<file path="config.mk">
export PLATFORM = sky130hd
export DESIGN_NAME = alu_arbiter
export DESIGN_NICKNAME = d
export VERILOG_FILES = /design/src/rtl/alu_arbiter.sv
export SDC_FILE = /design/constraint.sdc
export NUM_CORES = 1
export LEC_CHECK = 0
export CORE_MARGIN = 1
export CORE_UTILIZATION = 30
export DETAILED_ROUTE_END_ITERATION = 10
export PLACE_DENSITY = 0.71
export SYNTH_ARGS = -nofsm -noshare
export SYNTH_HDL_FRONTEND = slang
export SYNTH_SLANG_ARGS = --single-unit
</file>
<file path="constraint.sdc">
create_clock -name CLK -period 2.2 [get_ports CLK]
set_input_delay 0.66 -clock CLK [delete_from_list [all_inputs] [get_ports CLK]]
set_output_delay 0.66 -clock CLK [all_outputs]
set_load 0.02 [all_outputs]
</file>
<file path="src/rtl/alu_arbiter.sv">
// ---------------------------------------------------------------------------
// alu_arbiter
//
// Shares a single ALU between two requesters. One operation is in flight at
// a time: a request is accepted in IDLE, driven into the ALU for one cycle
// (ISSUE, EN=1), read back the following cycle (CAPTURE, OE=1) and returned
// on the response port (RESP) tagged with the requester ID. Illegal opcodes
// bypass the ALU and are answered directly with an error response.
//
// Ports
//   CLK, RST_N              clock, synchronous active-low reset
//   REQx_VALID/READY        request handshake for requester x (0/1)
//   REQx_OP, REQx_A/B       opcode and operands for requester x
//   RSP_VALID/READY         response handshake
//   RSP_ID                  requester that issued the operation
//   RSP_DATA, RSP_FLAGS     result and {CF, OF, SF, ZF}
//   RSP_ERR                 opcode was illegal, nothing executed
//   ALU_EN, ALU_OE          ALU compute / output-enable strobes
//   ALU_OPCODE, ALU_A/B     registered ALU operands
//   ALU_RESULT, ALU_xF      ALU result and flags
// ---------------------------------------------------------------------------
module alu_arbiter #(
  parameter int unsigned WIDTH = 8
) (
  input  logic             CLK,
  input  logic             RST_N,

  input  logic             REQ0_VALID,
  output logic             REQ0_READY,
  input  logic [3:0]       REQ0_OP,
  input  logic [WIDTH-1:0] REQ0_A,
  input  logic [WIDTH-1:0] REQ0_B,

  input  logic             REQ1_VALID,
  output logic             REQ1_READY,
  input  logic [3:0]       REQ1_OP,
  input  logic [WIDTH-1:0] REQ1_A,
  input  logic [WIDTH-1:0] REQ1_B,

  output logic             RSP_VALID,
  input  logic             RSP_READY,
  output logic             RSP_ID,
  output logic [WIDTH-1:0] RSP_DATA,
  output logic [3:0]       RSP_FLAGS,
  output logic             RSP_ERR,

  output logic             ALU_EN,
  output logic             ALU_OE,
  output logic [3:0]       ALU_OPCODE,
  output logic [WIDTH-1:0] ALU_A,
  output logic [WIDTH-1:0] ALU_B,
  input  logic [WIDTH-1:0] ALU_RESULT,
  input  logic             ALU_CF,
  input  logic             ALU_OF,
  input  logic             ALU_SF,
  input  logic             ALU_ZF
);

  typedef enum logic [1:0] {
    IDLE    = 2'd0,
    ISSUE   = 2'd1,
    CAPTURE = 2'd2,
    RESP    = 2'd3
  } state_t;

  state_t           state_q, state_d;
  logic             last_q,  last_d;   // requester served most recently
  logic             id_q,    id_d;
  logic [3:0]       op_q,    op_d;
  logic [WIDTH-1:0] a_q,     a_d;
  logic [WIDTH-1:0] b_q,     b_d;
  logic [WIDTH-1:0] data_q,  data_d;
  logic [3:0]       flags_q, flags_d;
  logic             err_q,   err_d;

  logic             gnt0, gnt1;
  logic             accept;
  logic             sel;
  logic [3:0]       sel_op;
  logic [WIDTH-1:0] sel_a, sel_b;

  // ADD..NOT occupy the contiguous range 0010..0111.
  function automatic logic op_legal(input logic [3:0] op);
    return (op >= 4'd2) && (op <= 4'd7);
  endfunction

  // AND/OR/XOR/NOT: the ALU leaves CF/OF untouched for these.
  function automatic logic op_is_logic(input logic [3:0] op);
    return (op >= 4'd4) && (op <= 4'd7);
  endfunction

  // -------------------------------------------------------------------------
  // Round-robin arbitration. On contention the requester that was not served
  // last wins; last_q resets to 1 so requester 0 wins the first contest.
  // READY is gated by RST_N so nothing is acknowledged while reset is held.
  // -------------------------------------------------------------------------
  always_comb begin
    gnt0       = REQ0_VALID && (!REQ1_VALID || last_q);
    gnt1       = REQ1_VALID && (!REQ0_VALID || !last_q);
    REQ0_READY = RST_N && (state_q == IDLE) && gnt0;
    REQ1_READY = RST_N && (state_q == IDLE) && gnt1;
    accept     = REQ0_READY || REQ1_READY;
    sel        = REQ1_READY;
    sel_op     = sel ? REQ1_OP : REQ0_OP;
    sel_a      = sel ? REQ1_A  : REQ0_A;
    sel_b      = sel ? REQ1_B  : REQ0_B;
  end

  // -------------------------------------------------------------------------
  // Next-state logic
  // -------------------------------------------------------------------------
  always_comb begin
    state_d = state_q;
    last_d  = last_q;
    id_d    = id_q;
    op_d    = op_q;
    a_d     = a_q;
    b_d     = b_q;
    data_d  = data_q;
    flags_d = flags_q;
    err_d   = err_q;

    unique case (state_q)
      IDLE: begin
        if (accept) begin
          id_d   = sel;
          last_d = sel;
          op_d   = sel_op;
          a_d    = sel_a;
          b_d    = sel_b;
          if (op_legal(sel_op)) begin
            state_d = ISSUE;
          end else begin
            // Error response is built here; the ALU strobes never fire.
            state_d = RESP;
            data_d  = '0;
            flags_d = '0;
            err_d   = 1'b1;
          end
        end
      end

      ISSUE: begin
        state_d = CAPTURE;
      end

      CAPTURE: begin
        data_d  = ALU_RESULT;
        flags_d = {op_is_logic(op_q) ? 1'b0 : ALU_CF,
                   op_is_logic(op_q) ? 1'b0 : ALU_OF,
                   ALU_SF,
                   ALU_ZF};
        err_d   = 1'b0;
        state_d = RESP;
      end

      RESP: begin
        if (RSP_READY) begin
          state_d = IDLE;
        end
      end

      default: begin
        state_d = IDLE;
      end
    endcase
  end

  // -------------------------------------------------------------------------
  // State and datapath registers
  // -------------------------------------------------------------------------
  always_ff @(posedge CLK) begin
    if (!RST_N) begin
      state_q <= IDLE;
      last_q  <= 1'b1;
      id_q    <= 1'b0;
      op_q    <= '0;
      a_q     <= '0;
      b_q     <= '0;
      data_q  <= '0;
      flags_q <= '0;
      err_q   <= 1'b0;
    end else begin
      state_q <= state_d;
      last_q  <= last_d;
      id_q    <= id_d;
      op_q    <= op_d;
      a_q     <= a_d;
      b_q     <= b_d;
      data_q  <= data_d;
      flags_q <= flags_d;
      err_q   <= err_d;
    end
  end

  // -------------------------------------------------------------------------
  // Outputs: strobes decode the state register, operands come straight from
  // the request registers so they only move on a request handshake.
  // -------------------------------------------------------------------------
  assign ALU_EN     = (state_q == ISSUE);
  assign ALU_OE     = (state_q == CAPTURE);
  assign ALU_OPCODE = op_q;
  assign ALU_A      = a_q;
  assign ALU_B      = b_q;

  assign RSP_VALID  = (state_q == RESP);
  assign RSP_ID     = id_q;
  assign RSP_DATA   = data_q;
  assign RSP_FLAGS  = flags_q;
  assign RSP_ERR    = err_q;

endmodule

</file>
======== Word-level counts from Yosys, hierarchy flattened ========
Index checks and enable logic that the tools add are counted.
word-level totals
  flip-flop bits (word level) ............. 37
  bits in latches ......................... 0
  bits in writable memories ............... 0
  ROM bits ................................ 0
  bits of input ports ..................... 57
  logic and storage cells ................. 55
  memories ................................ 0
operators by class
  $add $sub $neg .......................... 0
  multiply operators ...................... 0
  divide/modulo/power cells ............... 0
  order comparisons ....................... 4
  equal/unequal tests ..................... 6
  shift operators ......................... 0
  muxes and demuxes ....................... 18
  bitwise operators ....................... 0
  reductions and logical operators ........ 18
operators by type and width
  cell                                                                                  number
  8-bit two-way mux                                                                     4
  8-bit one-hot mux with 2 select lines                                                 1
  4-bit two-way mux                                                                     3
  4-bit by 3-bit <= comparator with 1-bit output (second input constant)                2
  2-bit one-hot mux with 4 select lines                                                 1
  4-bit one-hot mux with 2 select lines                                                 1
  1-bit logical AND                                                                     7
  2-bit two-way mux                                                                     3
  2-bit == test (second input constant)                                                 2
  4-bit by 2-bit greater-or-equal comparator with 1-bit output (second input constant)  1
  4-bit by 3-bit greater-or-equal comparator with 1-bit output (second input constant)  1
  1-bit two-way mux                                                                     4
  2-bit != test (second input constant)                                                 2
  2-bit AND reduction                                                                   2
  1-bit zero test                                                                       3
  1-bit logical OR                                                                      3
  3-bit AND reduction                                                                   1
  2-bit by 1-bit == test with 1-bit output (second input constant)                      1
  2-bit zero test                                                                       1
  2-bit by 1-bit != test with 1-bit output (second input constant)                      1
  1-bit one-hot mux with 2 select lines                                                 1
  2-bit nonzero test                                                                    1

======== Depth between registers and ports, before layout ========
  depth in word-level cells ............... 10
  mapped depth ............................ 9
  depth with buffers taken out ............ 6

======== Worst setup path after synthesis ========
No wires, ideal clock.
  path kind ............................... register to register
  start point ............................. register state_q[0]
  end point ............................... register err_q (netlist: RSP_ERR)
  arrival time ............................ 1940 ps
  required time ........................... 2066 ps
  setup slack ............................. 126 ps
  cell stages (with the launch flop) ...... 10
  cell sequence ........................... dfxtp_1 > inv_1 > ha_1 > buf_4 > nand3_1 > or4b_1 > a32o_1 > buf_6 > buf_6 > mux2i_1
on the way
  longest elaborated chain between the ends .. 8
  elaborated cells between the ends (all ways) .. 15
  classes of those cells .................. 2 x order compare; 3 x eq/ne; 2 x mux; 8 x reduce/logical
RTL lines
  element                                                                                                                         RTL line       source
  from (decl)                                                                                                                     66             state_t state_q, state_d;
  from (signal assigned)                                                                                                          184            state_q <= state_d;
  2-bit zero test                                                                                                                 100, 101, 123
  1-bit logical AND                                                                                                               100, 101
  1-bit logical AND                                                                                                               101            REQ1_READY = RST_N && (state_q == IDLE) && gnt1;
  4-bit two-way mux                                                                                                               104            sel_op = sel ? REQ1_OP : REQ0_OP;
  4-bit by 2-bit greater-or-equal comparator with 1-bit output or 4-bit by 3-bit <= comparator with 1-bit output (tied branches)  84             return (op >= 4'd2) && (op <= 4'd7);
  1-bit logical AND                                                                                                               84
  2-bit != test (no line)                                                                                                         n/a
  3-bit AND reduction (no line)                                                                                                   n/a
  to (signal assigned)                                                                                                            192            err_q <= err_d;
  to (decl)                                                                                                                       74             logic err_q, err_d;
Parallel ways exist; a longest one is shown, timed or not.
A chain may end at the register's enable or synchronous reset.

======== Worst setup path after layout ========
  start point ............................. input REQ0_VALID
  end point ............................... register data_q[2] (netlist: RSP_DATA[2])
on the way
  longest elaborated chain between the ends .. 9
  elaborated cells between the ends (all ways) .. 14
  classes of those cells .................. 2 x order compare; 2 x eq/ne; 1 x mux; 9 x reduce/logical
RTL lines
  element                                                                                                                         RTL line  source
  from (decl)                                                                                                                     28        input logic REQ0_VALID,
  1-bit zero test                                                                                                                 99        gnt1 = REQ1_VALID && (!REQ0_VALID || !last_q);
  1-bit logical OR                                                                                                                99
  1-bit logical AND                                                                                                               99
  1-bit logical AND                                                                                                               101
  4-bit two-way mux                                                                                                               104
  4-bit by 2-bit greater-or-equal comparator with 1-bit output or 4-bit by 3-bit <= comparator with 1-bit output (tied branches)  84
  1-bit logical AND                                                                                                               84
  2-bit != test (no line)                                                                                                         n/a
  3-bit AND reduction (no line) (*)                                                                                               n/a
  to (signal assigned)                                                                                                            190       data_q <= data_d;
  to (decl)                                                                                                                       72        logic [WIDTH-1:0] data_q, data_d;
Every way passes the cells marked *; elsewhere a longest branch is shown, timed or not.

==> out/metrics.yaml <==
grt:
  grt_pass1_vias: 1748
  antenna_found_initial: 0
  grt_max_degree: 31
  grt.overflow.total: 0
  grt_usage_pct: 16.22
  grt_first_pass_wirelength_um: 7928
detailed_routing:
  wl_um: 4585
  wl_met1_um: 1903
  ant_nets: 0
  wl_met2_um: 2211
  drtPass1Iterations: 5
  vias: 1747
  drtIter0Drc: 49
  avgRoutedWirePerCell_um: 12.19
  dr.max_layer_used: "met4"
  drc: 0
  via_per_inst: 4.646
  wl_met3_um: 420
pwr:
  power_frac_comb_pct: 50.8
  p_total_mw: 2.783
  p_seq_share_pct: 32.1
  ir_worst_vdd_uv: 393.9
  p_clk_share_pct: 17.1
  internal_power_mw: 1.805
  power.switching_mw: 0.9776
  p_leak_nw: 1.170
  p_sw_share_pct: 35.13
  powerDensity_nw_per_um2: 914.5
cells_and_area:
  antenna_cells: 0
  area_delta_synth_final_pct: 75.09
  drive_above_1_share_pct: 13.49
  nNetsFinal: 366
  final_area_um2: 3043
  fin_util_pct: 54.92
placement:
  io_buffers: 95
  hpwl_um: 3462
  routabilityCongestion: 0.8320
  placed_area_um2: 2928
cts:
  clkSlewWorstSetupHoldPaths_ps: 70
  clockBufferDepth: 2
  root_buffer: "clkbuf_8"
  clock-sinks: 37
  cts_max_level: 2
  cts_buffers: 5
  clock_latency_ps: 290
  cts_tree: "yes"
die:
  die_w_um: 78.11
  die_area_um2: 6101
  io_pins: 96
  die_h_um: 78.11
  design.core.area_um2: 5540
  start_util_pct: 31.37
  rows: 27
logic_synthesis:
  synth_edf_count: 0
  syn-instance-count: 192
  ys_top_cells_by_area: "dfxtp_1 (43%), mux2i_1 (18%), a211oi_1 (9.1%), nor2_1 (5.2%), nand2_1 (3.7%)"
  synth_most_common_cell: "dfxtp_1"
  async_flop_share_pct: 0
  synth_top_area_share_pct: 42.62
  ys_ff_latch: 37
  synth-warning-count: 0
  yosys-top-cells-count: "dfxtp_1 (37), mux2i_1 (31), nor2_1 (24)"
  synth_top_area_cell: "dfxtp_1"
  synthFlopType: "dfxtp_1"
  avgSynthCellArea_um2: 9.052
  postSynthNetCount: 254
  ys_types: 24
  syn_area_um2: 1738
  yosysSeqAreaShare_pct: 42.62
worst_setup_path:
  end_kind: "register"
  cp.arrival_ps: 2360
  worstPathCellList: "dlygate4sd2_1 > buf_4 > buf_4 > nand2_2 > or4b_4 > a32o_2 > buf_12 > mux2i_1"
  critical_path.startpoint_type: "primary input"
  critPathKind: "primary input to register"
  path_max_fanout: 7
  path_delay_family: "buffers and inverters"
  crit_required_ps: 2410
  cpMaxStageDelayCell: "or4b_4"
  worst-path-buf-inv: 4
  slowest_delay_ps: 460
  cp_common_cell: "buf_4"
timing:
  rsz0062_at_grt: "false"
  drv_slew: 0
  worst_pin_slew_ps: 338.5
  finalSetupViolations: 0
  max_slew_margin_pct: 77.43
  fin_crit_sh_pct: 97.67
  fin_skew_ps: 5.206
  hold_viol: 0
  fmax_mhz: 465.4
  fin_crit_ps: 2149
flow_run:
  cap_violations: 0
min_path:
  hold_path_class: "register to register"
status:
  status: "finished clean"
==> metrics by stage <==
step / std cells / setup slack [ps] / TNS [ps] / hold slack [ps]
2_1_floorplan: 192 / 125.7 / 0 / 510.5
6_report: 376 / 51.32 / 0 / 459.9
3_5_place_dp: 368 / -589.8 / -14290 / 453.2
4_1_cts: 376 / 27.06 / 0 / 462.4
5_1_grt: 376 / 2.375 / 0 / 484.1
3_3_place_gp: 368 / -562.3 / -13430 / 441.7
==> worst register-to-register path: stages (launching register included) <==
cell	delay (ps)
dfxtp_1	310
inv_1	80
ha_2	220
nand3_2	80
buf_4	140
or4b_4	510
a32o_2	330
buf_12	160
mux2i_1	160
==> layout by cell type (no fill, tap or decap), types with 2 or more instances in the layout <==
master,instances
dfxtp_1,37
mux2i_1,31
inv_1,6
nor2b_1,3
a211oi_1,21
buf_2,2
buf_4,21
nor3_1,2
clkbuf_8,6
nand3_1,11
buf_12,3
dlymetal6s2s_1,2
o21ai_0,2
o22ai_1,2
a21oi_1,4
clkdlybuf4s50_1,87
nand2_1,16
ha_1,4
dlygate4sd2_1,3
nor2_1,24
a31oi_1,2
o21bai_1,2
==> final timing paths <==
path	startpoint	endpoint	slack [ps]	depth (start not counted)
worst max-delay path	REQ0_VALID	RSP_DATA[2]	50	8
worst min-delay path	RSP_FLAGS[0]	RSP_FLAGS[0]	460	2
worst max register to register	state_q[0]	RSP_DATA[2]	150	8
worst min register to register	RSP_FLAGS[0]	RSP_FLAGS[0]	460	2
==> what timing repair did <==
item / 4_1_cts / 5_1_grt
hold buffers: 0 / 0
cloned: 1 / 0
buffers inserted: 0 / 0
resized for setup: 18 / 4
endpoints found under the setup margin: 27 / 7
pin swaps: 1 / 1
==> power by group through the flow <==
stage                     combinational [mW]  sequential, mW  clock [mW]
after global placement                  1.37           0.905           0
after CTS                               1.43           0.895       0.499
after detailed placement                1.38           0.908           0
after global routing                    1.54           0.914       0.530
final                                   1.41           0.893       0.476
after floorplan                        0.584            1.06           0
==> per-layer routing <==
| layer | global-route usage, % | vias to the layer above |
|---|---|---|
| li1 | - | 902 |
| met1 | 18.42 | 767 |
| met2 | 27.72 | 71 |
| met3 | 6.628 | 7 |
| met4 | 4.815 | 0 |
| met5 | 0 | - |
==> flip-flops by register name (all words and copies together), names as in the netlist <==
name	cells
state_q	2
RSP_ID	1
RSP_ERR	1
ALU_B	8
last_q	1
ALU_A	8
RSP_FLAGS	4
ALU_OPCODE	4
RSP_DATA	8
==> logic make-up (layout without fill, tap and decap cells) <==
group                    Yosys count  after routing  share of synthesized area [%]
AND/OR/NAND/NOR                   61             61                          15.19
buffers and inverters             21            133                          5.760
multiplexers                      31             31                          17.85
flip-flops                        37             37                          42.62
AO/OA/AOI/OAI                     37             37                          14.97
adder cells (fa/ha/maj)            5              5                          3.600
==> final cells by class <==
cell class / count / area [µm²]
well taps: 72 / 90.09
inverters: 6 / 22.52
flip-flops and latches: 37 / 740.7
fillers: 523 / 2497
repair buffers: 120 / 1182
multi-input cells: 134 / 920.9
clock buffers: 7 / 86.33
Note: power is estimated with default switching activity, not from simulation.
